--- config.mk ---
export PLATFORM = sky130hd
export DESIGN_NAME = led_blinker
export DESIGN_NICKNAME = d
export VERILOG_FILES = /design/src/rtl/led_blinker.sv
export SDC_FILE = /design/constraint.sdc
export NUM_CORES = 1
export LEC_CHECK = 0
export ABC_AREA = 1
export ABC_CLOCK_PERIOD_IN_PS = 2900
export CORE_AREA = 2 2 97 99
export CTS_BUF_LIST = sky130_fd_sc_hd__clkbuf_4 sky130_fd_sc_hd__clkbuf_8 sky130_fd_sc_hd__clkbuf_16
export CTS_CLUSTER_DIAMETER = 80
export DETAILED_ROUTE_END_ITERATION = 7
export DIE_AREA = 0 0 99 101
export GPL_TIMING_DRIVEN = 0
export SLEW_MARGIN = 25
export SYNTH_ARGS = -nofsm -noshare
export SYNTH_HDL_FRONTEND = slang
export SYNTH_SLANG_ARGS = --single-unit
--- constraint.sdc ---
create_clock -name clk -period 2.9 [get_ports clk]
set_input_delay 0.58 -clock clk [delete_from_list [all_inputs] [get_ports clk]]
set_output_delay 0.58 -clock clk [all_outputs]
set_load 0.02 [all_outputs]
--- src/rtl/led_blinker.sv ---
// led_blinker: plays a command of N short or long LED blinks, each followed
// by a dark gap, and reports completion with a one-cycle done pulse.
// All phase timing is counted in ticks of a TICK_DIV-cycle prescaler that
// restarts whenever a phase is entered.
// Optional feature macro: LED_BLINKER_FIFO_EN -- when defined, up to two
// commands may be outstanding (one running, one waiting); when undefined
// only one command is held at a time.

`default_nettype none

module led_blinker #(
   parameter int unsigned TICK_DIV = 50000,  // clock cycles per tick
   parameter int unsigned SHORT_ON = 200,    // ticks lit, short blink
   parameter int unsigned LONG_ON  = 800,    // ticks lit, long blink
   parameter int unsigned GAP      = 200,    // ticks dark after a blink
   parameter logic        ON_STATE = 1'b1    // pin level that lights the LED
) (
   input  logic       clk,
   input  logic       arst,
   input  logic       cmd_valid_i,
   output logic       cmd_ready_o,
   input  logic [3:0] cmd_count_i,
   input  logic       cmd_long_i,
   output logic       led_o,
   output logic       busy_o,
   output logic       done_o
);

   // Counter sizing: the prescaler reaches TICK_DIV-1, the phase counter
   // reaches the longest phase length minus one.
   localparam int unsigned ON_MAX    = (LONG_ON > SHORT_ON) ? LONG_ON : SHORT_ON;
   localparam int unsigned PHASE_MAX = (ON_MAX > GAP) ? ON_MAX : GAP;
   localparam int unsigned PW        = (TICK_DIV > 1) ? $clog2(TICK_DIV) : 1;
   localparam int unsigned CW        = (PHASE_MAX > 1) ? $clog2(PHASE_MAX) : 1;

   localparam logic [PW-1:0] PRESC_LAST = PW'(TICK_DIV - 1);
   localparam logic [CW-1:0] SHORT_LAST = CW'(SHORT_ON - 1);
   localparam logic [CW-1:0] LONG_LAST  = CW'(LONG_ON - 1);
   localparam logic [CW-1:0] GAP_LAST   = CW'(GAP - 1);

   typedef enum logic [1:0] {
      IDLE = 2'd0,
      ON   = 2'd1,
      OFF  = 2'd2
   } state_t;

   state_t        state_q, state_d;
   logic [PW-1:0] presc_q, presc_d;
   logic [CW-1:0] phase_q, phase_d;
   logic [3:0]    rem_q, rem_d;      // blinks still to finish, current included
   logic          long_q, long_d;
   logic          led_q, led_d;
   logic          done_q, done_d;
   logic          busy_q, busy_d;
   logic          ready_q, ready_d;
   logic [1:0]    outst_q, outst_d;  // accepted commands not yet completed

   logic          accept;
   logic          src_valid;         // a command is available to start
   logic [3:0]    src_count;
   logic          src_long;
   logic          tick;
   logic          phase_end;
   logic [CW-1:0] phase_last;

   assign accept = cmd_valid_i & ready_q;

`ifdef LED_BLINKER_FIFO_EN
   // Two-entry queue of waiting commands, stored as {long, count}.
   logic [4:0] q_mem [2];
   logic       wr_ptr_q, wr_ptr_d;
   logic       rd_ptr_q, rd_ptr_d;
   logic [1:0] fcnt_q, fcnt_d;
   logic       q_nonempty;
   logic       start_go;
   logic       q_push;
   logic       q_pop;
   logic [4:0] q_head;

   assign q_nonempty = (fcnt_q != 2'd0);
   assign q_head     = q_mem[rd_ptr_q];
   assign start_go   = (state_q == IDLE) && src_valid;

   // Command source: a waiting command has priority; an idle FSM with an
   // empty queue starts straight from the handshake without queueing.
   always_comb begin
      src_valid = q_nonempty | accept;
      src_count = q_nonempty ? q_head[3:0] : cmd_count_i;
      src_long  = q_nonempty ? q_head[4]   : cmd_long_i;
      q_pop     = start_go & q_nonempty;
      q_push    = accept & ~(start_go & ~q_nonempty);
      wr_ptr_d  = q_push ? ~wr_ptr_q : wr_ptr_q;
      rd_ptr_d  = q_pop  ? ~rd_ptr_q : rd_ptr_q;
      fcnt_d    = fcnt_q + {1'b0, q_push} - {1'b0, q_pop};
   end

   // Queue storage write; contents need no reset since occupancy gates reads.
   always_ff @(posedge clk) begin
      if (q_push) begin
         q_mem[wr_ptr_q] <= {cmd_long_i, cmd_count_i};
      end
   end

   // Queue pointer and occupancy registers.
   always_ff @(posedge clk or posedge arst) begin
      if (arst) begin
         wr_ptr_q <= 1'b0;
         rd_ptr_q <= 1'b0;
         fcnt_q   <= 2'd0;
      end else begin
         wr_ptr_q <= wr_ptr_d;
         rd_ptr_q <= rd_ptr_d;
         fcnt_q   <= fcnt_d;
      end
   end
`else
   // Without a queue the only command source is the handshake itself;
   // ready is only high in IDLE so an acceptance always finds the FSM idle.
   always_comb begin
      src_valid = accept;
      src_count = cmd_count_i;
      src_long  = cmd_long_i;
   end
`endif

   // FSM next state, phase timing and blink bookkeeping.
   always_comb begin
      state_d    = state_q;
      presc_d    = presc_q;
      phase_d    = phase_q;
      rem_d      = rem_q;
      long_d     = long_q;
      done_d     = 1'b0;
      phase_last = GAP_LAST;
      if (state_q == ON) begin
         phase_last = long_q ? LONG_LAST : SHORT_LAST;
      end
      tick      = (presc_q == PRESC_LAST);
      phase_end = tick && (phase_q == phase_last);

      case (state_q)
         IDLE: begin
            if (src_valid && (state_q == IDLE)) begin
               if (src_count == 4'd0) begin
                  // Empty command: finish at once, LED untouched.
                  done_d = 1'b1;
               end else begin
                  state_d = ON;
                  rem_d   = src_count;
                  long_d  = src_long;
                  presc_d = '0;
                  phase_d = '0;
               end
            end
         end
         ON, OFF: begin
            if (tick) begin
               presc_d = '0;
            end else begin
               presc_d = presc_q + PW'(1);
            end
            if (tick && !phase_end) begin
               phase_d = phase_q + CW'(1);
            end
            if (phase_end) begin
               // Every phase entry restarts both counters.
               presc_d = '0;
               phase_d = '0;
               if (state_q == ON) begin
                  state_d = OFF;
               end else if (rem_q > 4'd1) begin
                  rem_d   = rem_q - 4'd1;
                  state_d = ON;
               end else begin
                  rem_d   = 4'd0;
                  state_d = IDLE;
                  done_d  = 1'b1;
               end
            end
         end
         default: begin
            state_d = IDLE;
         end
      endcase
   end

   // Handshake, busy and LED drive, all derived from the next state so the
   // registered outputs line up with the state they describe.
   always_comb begin
      outst_d = outst_q + {1'b0, accept} - {1'b0, done_d};
      busy_d  = (outst_d != 2'd0) || done_d;
      led_d   = (state_d == ON) ? ON_STATE : ~ON_STATE;
`ifdef LED_BLINKER_FIFO_EN
      ready_d = (outst_d != 2'd2);
`else
      ready_d = (state_d == IDLE) && !done_d;
`endif
   end

   // State and output registers; reset aborts any command silently.
   always_ff @(posedge clk or posedge arst) begin
      if (arst) begin
         state_q <= IDLE;
         presc_q <= '0;
         phase_q <= '0;
         rem_q   <= 4'd0;
         long_q  <= 1'b0;
         led_q   <= ~ON_STATE;
         done_q  <= 1'b0;
         busy_q  <= 1'b0;
         ready_q <= 1'b1;
         outst_q <= 2'd0;
      end else begin
         state_q <= state_d;
         presc_q <= presc_d;
         phase_q <= phase_d;
         rem_q   <= rem_d;
         long_q  <= long_d;
         led_q   <= led_d;
         done_q  <= done_d;
         busy_q  <= busy_d;
         ready_q <= ready_d;
         outst_q <= outst_d;
      end
   end

   assign cmd_ready_o = ready_q;
   assign led_o       = led_q;
   assign busy_o      = busy_q;
   assign done_o      = done_q;

endmodule

`default_nettype wire
Yosys cells after proc, flatten, opt, wreduce, memory -nomap -nowiden --
Cells that the tools add are included.
Cells by class: add/sub/neg operators 5, order comparisons 1, reduce and logical (&&, ||, !) cells 17, multiplexer cells 31, eq/ne operators 10, bitwise logic cells 2
Operators with widths (count):
- 16-bit two-way mux | 4
- 10-bit two-way mux | 6
- 16-bit case mux with 2 select lines | 1
- 4-bit two-way mux | 5
- 10-bit case mux with 2 select lines | 1
- 16-bit by 1-bit adder with 16-bit output, second input constant | 1
- 16-bit == test, second input constant | 1
- 10-bit by 1-bit adder with 10-bit output, second input constant | 1
- 10-bit == test | 1
- 2-bit two-way mux | 4
- 4-bit case mux with 2 select lines | 1
- 1-bit two-way mux | 7
- 2-bit inequality test, second input constant | 3
- 3-bit AND reduction | 2
- 5-bit AND reduction | 1
- 2-bit by 1-bit == test with 1-bit output, second input constant | 2
- 4-bit by 1-bit > comparator with 1-bit output, second input constant | 1
- 1-bit logical AND | 4
- 2-bit zero test | 2
- 4-bit zero test | 1
- 2-bit case mux with 2 select lines | 1
- 4-bit AND reduction | 1
- 2-bit nonzero test | 2
- 4-bit by 1-bit subtractor with 4-bit output, second input constant | 1
- 11 further kinds | 12
Storage, ports and cells: input bits 8, register bits after elaboration 39, output and inout bits 4, logic and storage cells 76

Logic depth before layout (Yosys ltp) --
word-level depth 9, mapped depth 18, depth with buffers taken out 18

Worst setup path after synthesis --
No wires, ideal clock.
path kind flip-flop to flip-flop, from register state_q[0], to register busy_q (netlist: busy_o), period minus slack after synthesis 2291 ps, path buffers 1, required time 2780 ps, stages on the path, launching flop included 17, arrival time 2172 ps, path slack 609 ps, setup time 120 ps, cell sequence dfrtp_1 inv_1 ha_1 buf_2 inv_1 nor2_1 nand4_1 nand2_1 nand2_1 inv_1 ha_1 inv_1 ha_1 xnor2_1 xnor2_1 nor2_1 nand2_1
Between the ends: word-level cells in the longest chain between the ends 9, elaborated cells between the ends (all ways) 15, those cells by class add/sub: 1; eq/ne: 3; mux: 5; reduce/logical: 6
RTL lines:
- start, declared | line 47 | state_t state_q, state_d;
- start signal, assigned | line 214 | state_q <= state_d;
- 2-bit by 1-bit == test with 1-bit output | line 135, 141, 169
- 10-bit two-way mux | line 135 | if (state_q == ON) begin
- 10-bit == test | line 139 | phase_end = tick && (phase_q == phase_last);
- 1-bit logical AND | line 139
- 1-bit two-way mux | line 165 | if (phase_end) begin
- 1-bit case mux with 2 select lines (*) | line 141 | case (state_q)
- via done_d | line 53 | logic done_q, done_d;
- 2-bit by 1-bit subtractor with 2-bit output (*) | line 190 | outst_d = outst_q + {1'b0, accept} - {1'b0, done_d};
- via outst_d[1] | line 56 | logic [1:0] outst_q, outst_d;
- 2-bit nonzero test (*) | line 191 | busy_d = (outst_d != 2'd0) || done_d;
- 1-bit logical OR (*) | line 191
- via busy_d | line 54 | logic busy_q, busy_d;
- end signal, assigned | line 221 | busy_q <= busy_d;
- end, declared | line 54
The timed path passes the listed nets; every way through them passes the cells marked *. A chain may end at the register's enable or synchronous reset.

Worst setup path after layout --
Same ends and word-level chain as after synthesis.

==> impl_metrics.yaml <==
synthesis:
  syn_inst: 294
  synth_async_sr_flop_share: 1.00
  syn_avg_cell_area_um2: 7.75
  synth_edf_count: 0
  syn-cell-area_um2: 2280
  ys_ff_latch: 39
  yosysSeqAreaShare: 0.429
  yosysUniqueCellTypes: 33
  synth_nets: 312
  yosysWarnings: 0
  ys.flop_type: "dfrtp_1"
clock_network:
  clock_sinks: 39
  root_buffer: "clkbuf_8"
  clkTransAtPathRegs_ns: 0.07
  cts.path.max_buffers: 2
  cts_resized: 0
  cts-htree-levels: 2
  cts_tree: "done"
  cts_buffers: 5
  postCtsHoldBufs: 0
  clk_latency_ns: 0.29
  postCtsSetupBuffers: 0
critical_path:
  cp_common_cell: "inv_1"
  end_kind: "flip-flop"
  critical_path_required_ns: 3.08
  crit_family: "adder cells"
  worstPathCellList: "inv_1, ha_1, buf_2, inv_1, nor2_1, nand4_1, nand2_1, nand2_1, inv_1, ha_1, inv_1, ha_1, xnor2_1, xnor2_1, nor2_1, nand2_1"
  r2r-end: "busy_o$_DFF_PP0_"
  slowest_delay_ns: 0.43
  worstRegToRegCells: 16
  criticalPathCategory: "reg2reg"
  rrSetupSlack_ns: 0.31
  cp_data_arrival_time_ns: 2.77
  critPathBufInv: 5
  path_max_fanout: 9
  critPathLaunchType: "flip-flop"
  reg2reg_from: "state_q[0]$_DFF_PP0_"
  cp_slowest_cell: "dfrtp_1"
run:
  maxCapViolations: 0
sta:
  min_period_over_period: 0.892
  hold_viol: 0
  grt_setup_unrepaired: "no"
  period_needed_ns: 2.59
  tightest_slew_ns: 0.433
  setup_violations: 0
  skew_ns: 0.00588
  hold_ws_ns: 0.504
  slew-limit-headroom: 0.711
  fin_tns_setup_ns: 0
  slew_viol_final: 0
  max_freq_mhz: 387
routing:
  drt-met1-wl_um: 2020
  met3_length_um: 132
  firstDrtPassIters: 4
  remaining_drc_errors: 0
  drt-total-wl_um: 4490
  dr_wl_met2_um: 2290
  vias: 1895
  wl_per_cell_um: 10.6
  dr.max_layer_used: "met4"
  drt_iter0_markers: 102
  vias_per_cell: 4.46
  ant_nets: 0
floorplan:
  die-area_um2: 10000
  die_h_um: 101
  fp-row-count: 35
  io_pins: 12
  initial_utilization: 0.254
  fp.dieW_um: 99
  design.core.area_um2: 8980
cells_and_area:
  final_nets: 331
  area_growth_pct: 17.3
  fin_cells: 425
  drive_above_1_share: 0.118
  antenna_cells: 0
  nFillCells: 961
  final_util: 0.298
power:
  leakage_uw: 0.00130
  powerDensity_nw_per_um2: 387
  peakVddDrop_mv: 0.169
placement:
  numPortBuffers: 11
  dp.final_hpwl_um: 3570
  dpl.cell_count: 417
  place.gp.congestion: 0.836
grt:
  antenna_found_initial: 0
  track_usage: 0.0988
  overflow: 0
  grt_first_pass_wirelength_um: 7970
  grt_max_degree: 22
  grt_pass1_vias: 1849
worst_hold_path:
  hold_class: "reg2reg"
  min_to: "presc_q[0]$_DFFE_PP0P_"
  min_path_cells: 1
  min_from: "presc_q[0]$_DFFE_PP0P_"
status:
  outcome: "completed"
-- area by class of cell --
type,instances,area (um2),share of cell area
Inverter,41,154,0.0576
Multi-Input combinational cell,211,1120,0.421
Sequential cell,39,977,0.366
Clock inverter,2,35.0,0.0131
Clock buffer,6,82.6,0.0309
Buffer,3,21.3,0.00796
Timing Repair Buffer,12,138,0.0515
Tap cell,111,139,0.0520
-- stage by stage --
| step | power [uW] | cell area (um2) | worst slack [ns] |
|---|---|---|---|
| 2_1_floorplan | 564 | 2280 | 0.609 |
| 3_3_place_gp | 577 | 2530 | 0.297 |
| 3_5_place_dp | 582 | 2550 | 0.282 |
| 4_1_cts | 1060 | 2670 | 0.298 |
| 5_1_grt | 1090 | 2670 | 0.0578 |
| 6_report | 1040 | 2670 | 0.314 |
-- sequential cells by signal, summed over array words and instances (netlist names) --
register	flops
busy_o	1
cmd_ready_o	1
done_o	1
led_o	1
long_q	1
outst_q	2
phase_q	10
presc_q	16
rem_q	4
state_q	2
-- layer usage --
layer / vias to the layer above / global-route usage
li1: 982 / -
met1: 894 / 0.113
met2: 15 / 0.177
met3: 4 / 0.0250
met4: 0 / 0.0379
met5: - / 0
-- cell families after synthesis --
logic type                 count (synthesis)  synth area share
and+or+nand+nor                          150             0.295
buffers and inverters                     44            0.0769
AOI/OAI and AO/OA                         42             0.108
DFF                                       39             0.429
adders and majority gates                 10            0.0549
xor gates and xnor gates                   8            0.0308
muxes                                      1           0.00494
-- where the power goes --
part	switching (uW)	leakage [uW]	internal, uW	total (uW)
combinational	13.9	0.000764	12.7	26.5
clock	187	0.0000612	278	465
sequential	0	0.000475	543	543
-- cells in the final DEF (no fill, tap or decap), drive strengths merged --
| cell type | netlist | final |
|---|---|---|
| a211oi | 1 | 1 |
| a21oi | 19 | 19 |
| a31oi | 2 | 2 |
| buf | 3 | 4 |
| bufinv | 0 | 1 |
| clkbuf | 0 | 6 |
| clkdlybuf4s50 | 0 | 11 |
| clkinv | 0 | 1 |
| dfrtp | 38 | 38 |
| dfstp | 1 | 1 |
| ha | 10 | 10 |
| inv | 41 | 41 |
| mux2 | 1 | 1 |
| nand2 | 64 | 64 |
| nand3 | 19 | 19 |
| nand3b | 2 | 2 |
| nand4 | 3 | 3 |
| nor2 | 51 | 51 |
| nor3 | 8 | 8 |
| nor3b | 1 | 1 |
| nor4 | 1 | 1 |
| o21a | 1 | 1 |
| o21ai | 13 | 13 |
| o22ai | 2 | 2 |
| o31ai | 2 | 2 |
| o41ai | 2 | 2 |
| or2 | 1 | 1 |
| xnor2 | 6 | 6 |
| xor2 | 2 | 2 |
-- worst max path at each step --
stage | cells after the start | end | startpoint
global placement | 14 | busy_o$_DFF_PP0_ | cmd_count_i[3]
floorplan | 16 | busy_o$_DFF_PP0_ | state_q[0]$_DFF_PP0_
finish | 16 | busy_o$_DFF_PP0_ | state_q[0]$_DFF_PP0_
detailed placement | 14 | busy_o$_DFF_PP0_ | cmd_count_i[3]
global route | 16 | busy_o$_DFF_PP0_ | state_q[0]$_DFF_PP0_
CTS | 16 | busy_o$_DFF_PP0_ | state_q[0]$_DFF_PP0_
-- worst reg2reg max path, delay by kind of cell, from the launching register on --
kind                     cells  cell delay (ns)
buffers and inverters        5             0.56
AND/OR/NAND/NOR              6             0.49
adder cells (fa/ha/maj)      3             0.73
flip-flops                   1             0.43
XOR/XNOR                     2             0.28
-- cell usage after synthesis (2+ instances only) --
master / number / area, um2
o21ai_1: 2 / 10.0
nor2_1: 41 / 154
inv_1: 39 / 146
nor2_2: 10 / 62.6
inv_2: 2 / 7.51
a21oi_1: 18 / 90.1
buf_2: 2 / 10.0
nor3_1: 7 / 35.0
dfrtp_1: 38 / 951
o22ai_1: 2 / 12.5
nand3b_1: 2 / 15.0
a31oi_1: 2 / 12.5
o41ai_1: 2 / 17.5
ha_1: 10 / 125
nand4_1: 3 / 18.8
nand2_1: 58 / 218
nand3_1: 19 / 95.1
xnor2_1: 6 / 52.6
nand2_2: 6 / 37.5
o21ai_0: 11 / 55.1
xor2_1: 2 / 17.5
Note: power is estimated with default switching activity, not from simulation.
==> edit 1, RTL diff (config.mk and constraints unchanged) <==
Change the parameter `ON_STATE` from 1'b1 to 1'b0.
--- a/src/rtl/led_blinker.sv
+++ b/src/rtl/led_blinker.sv
@@ -14,5 +14,5 @@
    parameter int unsigned LONG_ON  = 800,    // ticks lit, long blink
    parameter int unsigned GAP      = 200,    // ticks dark after a blink
-   parameter logic        ON_STATE = 1'b1    // pin level that lights the LED
+   parameter logic        ON_STATE = 1'b0    // pin level that lights the LED
 ) (
    input  logic       clk,
Formal check against the unedited RTL: not equivalent (a bounded check fails within 4 cycles, from zero or initial values and one cycle with arst high).
==> edit 1 against the unedited design <==
Synthesized area grew 8.3%. Final area increased by 8.2%. Critical endpoint unchanged. Sequential cell count unchanged. Total power grew 0.66%. Core utilization increased by 2.5 points. Setup slack got worse by 0.026 ns. Sequential power hardly changed. Clock skew fell by 0.0011 ns. Routed wire length is 12% higher.
==> edit 1: results (changes against the unedited design) <==
- Tmin final: 2.61 ns (+0.0258 ns)
- Critical Path Sink: busy_o
- Worst Hold Class: reg2reg
- Vias in the first global route: 1948 (+5.4%)
- Synth top area cells: dfrtp_1, nand2_1, inv_1
- Max Root-Sink Buffers: 2 (unchanged)
- Fin Clk Skew: 0.00477 ns (-0.00111 ns)
- IO buf count: 11 (unchanged)
- Clock Latency Late Sink: 0.29 ns (about the same)
- H-tree depth: 2 (unchanged)
- R2r worst-path depth: 16 (unchanged)
- Dpl ws: 0.120 ns (-0.162 ns)
- Drt initial violations: 59 (-42%)
- Post-Syn Nets: 346 (+11%)
- Hpwl dp: 3820 um (+6.9%)
- Worst-path clk slew: 0.08 ns
- Layout cells sized above 1: 14.0% (+2.2 points)
- Most frequent cells after synthesis: nand2_1, inv_1, nor2_1, dfrtp_1, a21oi_1
- First-pass GRT wire length: 8730 um (+9.5%)
- YS warnings: 0 (unchanged)
- Crit path largest cell delay: 0.46 ns (+0.03 ns)
- Gpl congestion: 0.846 (+1.1%)
- Largest net degree at the start of global routing: 31 (+41%)
- R2R Setup Slk: 0.29 ns (-0.03 ns)
- Peak VDD IR: 0.000184 V (+8.9%)
- Leakage power: 0.00140 uW (+8.0%)
- Nets@finish: 367 (+11%)
- Critical-path maximum fanout: 10 (+1)
- Drt total wl: 5010 um (+12%)
- Slowest-stage cell, CP: dfrtp_1
- Post-synth top flop: dfrtp_1
- Inserted Clock Buffers: 5 (unchanged)
- Status: finished, final reports clean
- GRT Total Usage: 10.5% (+0.65 points)
- Synth cell types: 34 (+3.0%)
- CP startpoint: state_q[0]
- Initial antenna violation count: 0 (unchanged)
- Top cell type's share of synthesized area: 37.5% (-4.2 points)
- CTS Root Cell: clkbuf_8
- Largest regs: presc_q x16, phase_q x10, rem_q x4
- CP Data Arrival Time: 2.79 ns (+0.02 ns)
- 1st-pass router iterations: 5 (+1)
- Via Count: 2095 (+11%)
- N_diodes: 0 (unchanged)
- Rel. slew slack: 73.3% (+2.3 points)
- Post-synth ARST share: 100% (unchanged)
- Sequential cell area fraction in the yosys report: 39.7% (-3.2 points)
## edit 1: cell types whose count changed after synthesis, moves of 4 or more
cell / change
xor2_1: +6
inv_1: +7
nand2_1: +11
nor2_2: -4
nor3_1: +4
a21oi_1: +5
## edit 1: worst min path at each step
stage                     startpoint          end  slack [ns]  cells past startpoint
after floorplan           phase_q[1]   phase_q[1]        0.47                      2
after global placement    outst_q[0]   outst_q[0]        0.49                      1
after detailed placement  outst_q[0]   outst_q[0]        0.50                      1
after CTS                 outst_q[0]   outst_q[0]        0.52                      1
after global routing            arst  presc_q[11]        0.55                      2
final                     outst_q[0]   outst_q[0]        0.51                      1
## edit 1: cells by family (layout without fill, tap and decap cells)
group / count (synthesis) / in the layout / share of synthesized area (%)
AOI/OAI and AO/OA: 44 / 44 / 10.1
xor gates and xnor gates: 11 / 11 / 3.91
adders and majority gates: 10 / 10 / 5.07
buffers and inverters: 53 / 75 / 8.63
DFF: 39 / 39 / 39.7
muxes: 1 / 1 / 0.457
and+or+nand+nor: 170 / 170 / 32.1
## edit 1: what timing repair did
item	4_1_cts	5_1_grt
resized for setup	0	6
endpoints found under the setup margin	0	2
buffers inserted	0	2
## edit 1: worst max-delay path: cells and delay by family (launching register included)
family                     cells  cell delay (ns)
adders and majority gates      3             0.65
buffers and inverters          5             0.58
and+or+nand+nor                5             0.47
DFF                            1             0.46
xor gates and xnor gates       2             0.24
AOI/OAI and AO/OA              1             0.08
## edit 1: layer usage
metal	vias up	share of wire, %	track usage, %	wire, um
met5	-	0	0	0
met4	0	0.94	2.42	47
met3	6	2.5	2.15	124
met2	26	46	17.6	2310
met1	968	50	14.1	2530
li1	1095	-	-	-
## edit 1: stage by stage
stage               std cells  area [um2]  hold slack, ns  util (%)
finish                    461        2890           0.514      32.2
floorplan                 328        2470           0.475         -
detailed placement        451        2740           0.500      30.5
CTS                       459        2850           0.519      31.8
global placement          450        2720           0.491      30.2
global route              461        2890           0.555      32.2
## edit 1: final cells by class
cell class / instances / area [um2]
Tap cell: 111 / 139
Fill cell: 934 / 6090
Buffer: 4 / 28.8
Sequential cell: 39 / 978
Clock inverter: 2 / 35.0
Multi-Input combinational cell: 236 / 1290
Timing Repair Buffer: 14 / 145
Inverter: 49 / 188
Clock buffer: 6 / 82.6
## edit 1: power breakdown
part | switching, uW | leakage, uW | internal (uW)
combinational | 14.3 | 0.000887 | 11.6
sequential | 0 | 0.000455 | 543
clock | 194 | 0.0000612 | 279
total | 208 | 0.00140 | 833
==> edit 2, RTL diff (same flow settings) <==
Without the edit above. Put one more register stage on the output `led_o`, without a reset. The value now appears one clock later. The other outputs are not delayed to match.
--- a/src/rtl/led_blinker.sv
+++ b/src/rtl/led_blinker.sv
@@ -226,5 +226,7 @@
 
    assign cmd_ready_o = ready_q;
-   assign led_o       = led_q;
+   always_ff @(posedge clk) begin
+      led_o <= led_q;
+   end
    assign busy_o      = busy_q;
    assign done_o      = done_q;
Function: changed (a bounded check fails within 4 cycles, from zero or initial values and one cycle with arst high).
==> edit 2 against the unedited design <==
Count of clock-buffer cells in the layout increased by 1. Sequential cell count increased by 1. First-iteration DRC count is 19% lower. Final area decreased by 0.61%. Global-route usage is 0.33 points higher. Synthesized area up 0.88%. Critical path depth is the same. Non-clock buffer count stayed put. Clock power decreased by 18%. Routed wire length increased by 3.2%. Total power decreased by 7.1%. Synthesized cell count grew 0.34%. Setup slack improved by 0.038 ns. Largest power group unchanged.
==> edit 2: results (changes against the unedited design) <==
- Status: finished, final reports clean
- Layout cells sized above 1: 12.1% (+0.28 points)
- Hold Crit Start: led_q
- R2R Setup Slk: 0.35 ns (+0.04 ns)
- Tmin final: 2.55 ns (-0.0375 ns)
- Sequential cell area fraction in the yosys report: 43.4% (+0.50 points)
- Met2 Usage GRT: 16.9% (-0.83 points)
- Synth top area cells: dfrtp_1, nand2_1, nor2_1
- Drt initial violations: 83 (-19%)
- FF+latch count: 40 (+2.6%)
- Buffering overhead: 5.70% (-0.25 points)
- WL met1: 2370 um (+18%)
- Synth Area in XOR/XNOR: 3.05% (-0.027 points)
- Filler cell count: 949 (-1.2%)
- Met3 Use GR: 2.29% (-0.21 points)
- Seq/total area: 37.6% (+0.98 points)
- Largest net degree at the start of global routing: 31 (+41%)
- Dpl ws: 0.243 ns (-0.0388 ns)
- Peak VDD IR: 0.000222 V (+31%)
- Drt total wl: 4630 um (+3.2%)
- Gpl congestion: 0.828 (-0.99%)
- Met1 Track Usage GR: 13.3% (+2.0 points)
- Synth cell types: 34 (+3.0%)
- First-pass GRT wire length: 8460 um (+6.1%)
- Routed wl met2: 2100 um (-8.6%)
- Clock buffers: 7 (+1)
- Clock-cell share of area: 3.35% (-1.1 points)
- Routed wl met3: 121 um (-8.3%)
- GRT Total Usage: 10.2% (+0.33 points)
- Hpwl dp: 3570 um (about the same)
- Hold Path Cell Cnt: 0 (-1)
- CP Data Arrival Time: 2.73 ns (-0.04 ns)
==> edit 2: cell types whose count changed after synthesis, sizes merged <==
cell   delta
dfxtp     +1
==> edit 2: repair_timing <==
item,in CTS,in global routing
hold buffers,0,0
resized for setup,0,1
setup endpoints to repair,0,1
==> edit 2: how the worst max path moves through the flow <==
stage | cells after the start | start | endpoint
after floorplan | 16 | state_q[0] | busy_o
after global placement | 14 | cmd_count_i[3] | busy_o
after detailed placement | 14 | cmd_count_i[3] | busy_o
after CTS | 16 | state_q[0] | busy_o
after global routing | 16 | state_q[0] | busy_o
final | 16 | state_q[0] | busy_o
==> edit 2: stage by stage <==
stage,std cells,hold slack [ns]
after floorplan,295,0.324
after global placement,417,0.340
after detailed placement,418,0.331
after CTS,426,0.359
after global routing,426,0.375
final,426,0.356
==> edit 2: where the power goes <==
part | total, uW | internal (uW) | switching, uW
Combinational | 25.7 | 11.7 | 14.1
Clock | 379 | 188 | 191
Sequential | 557 | 557 | 0
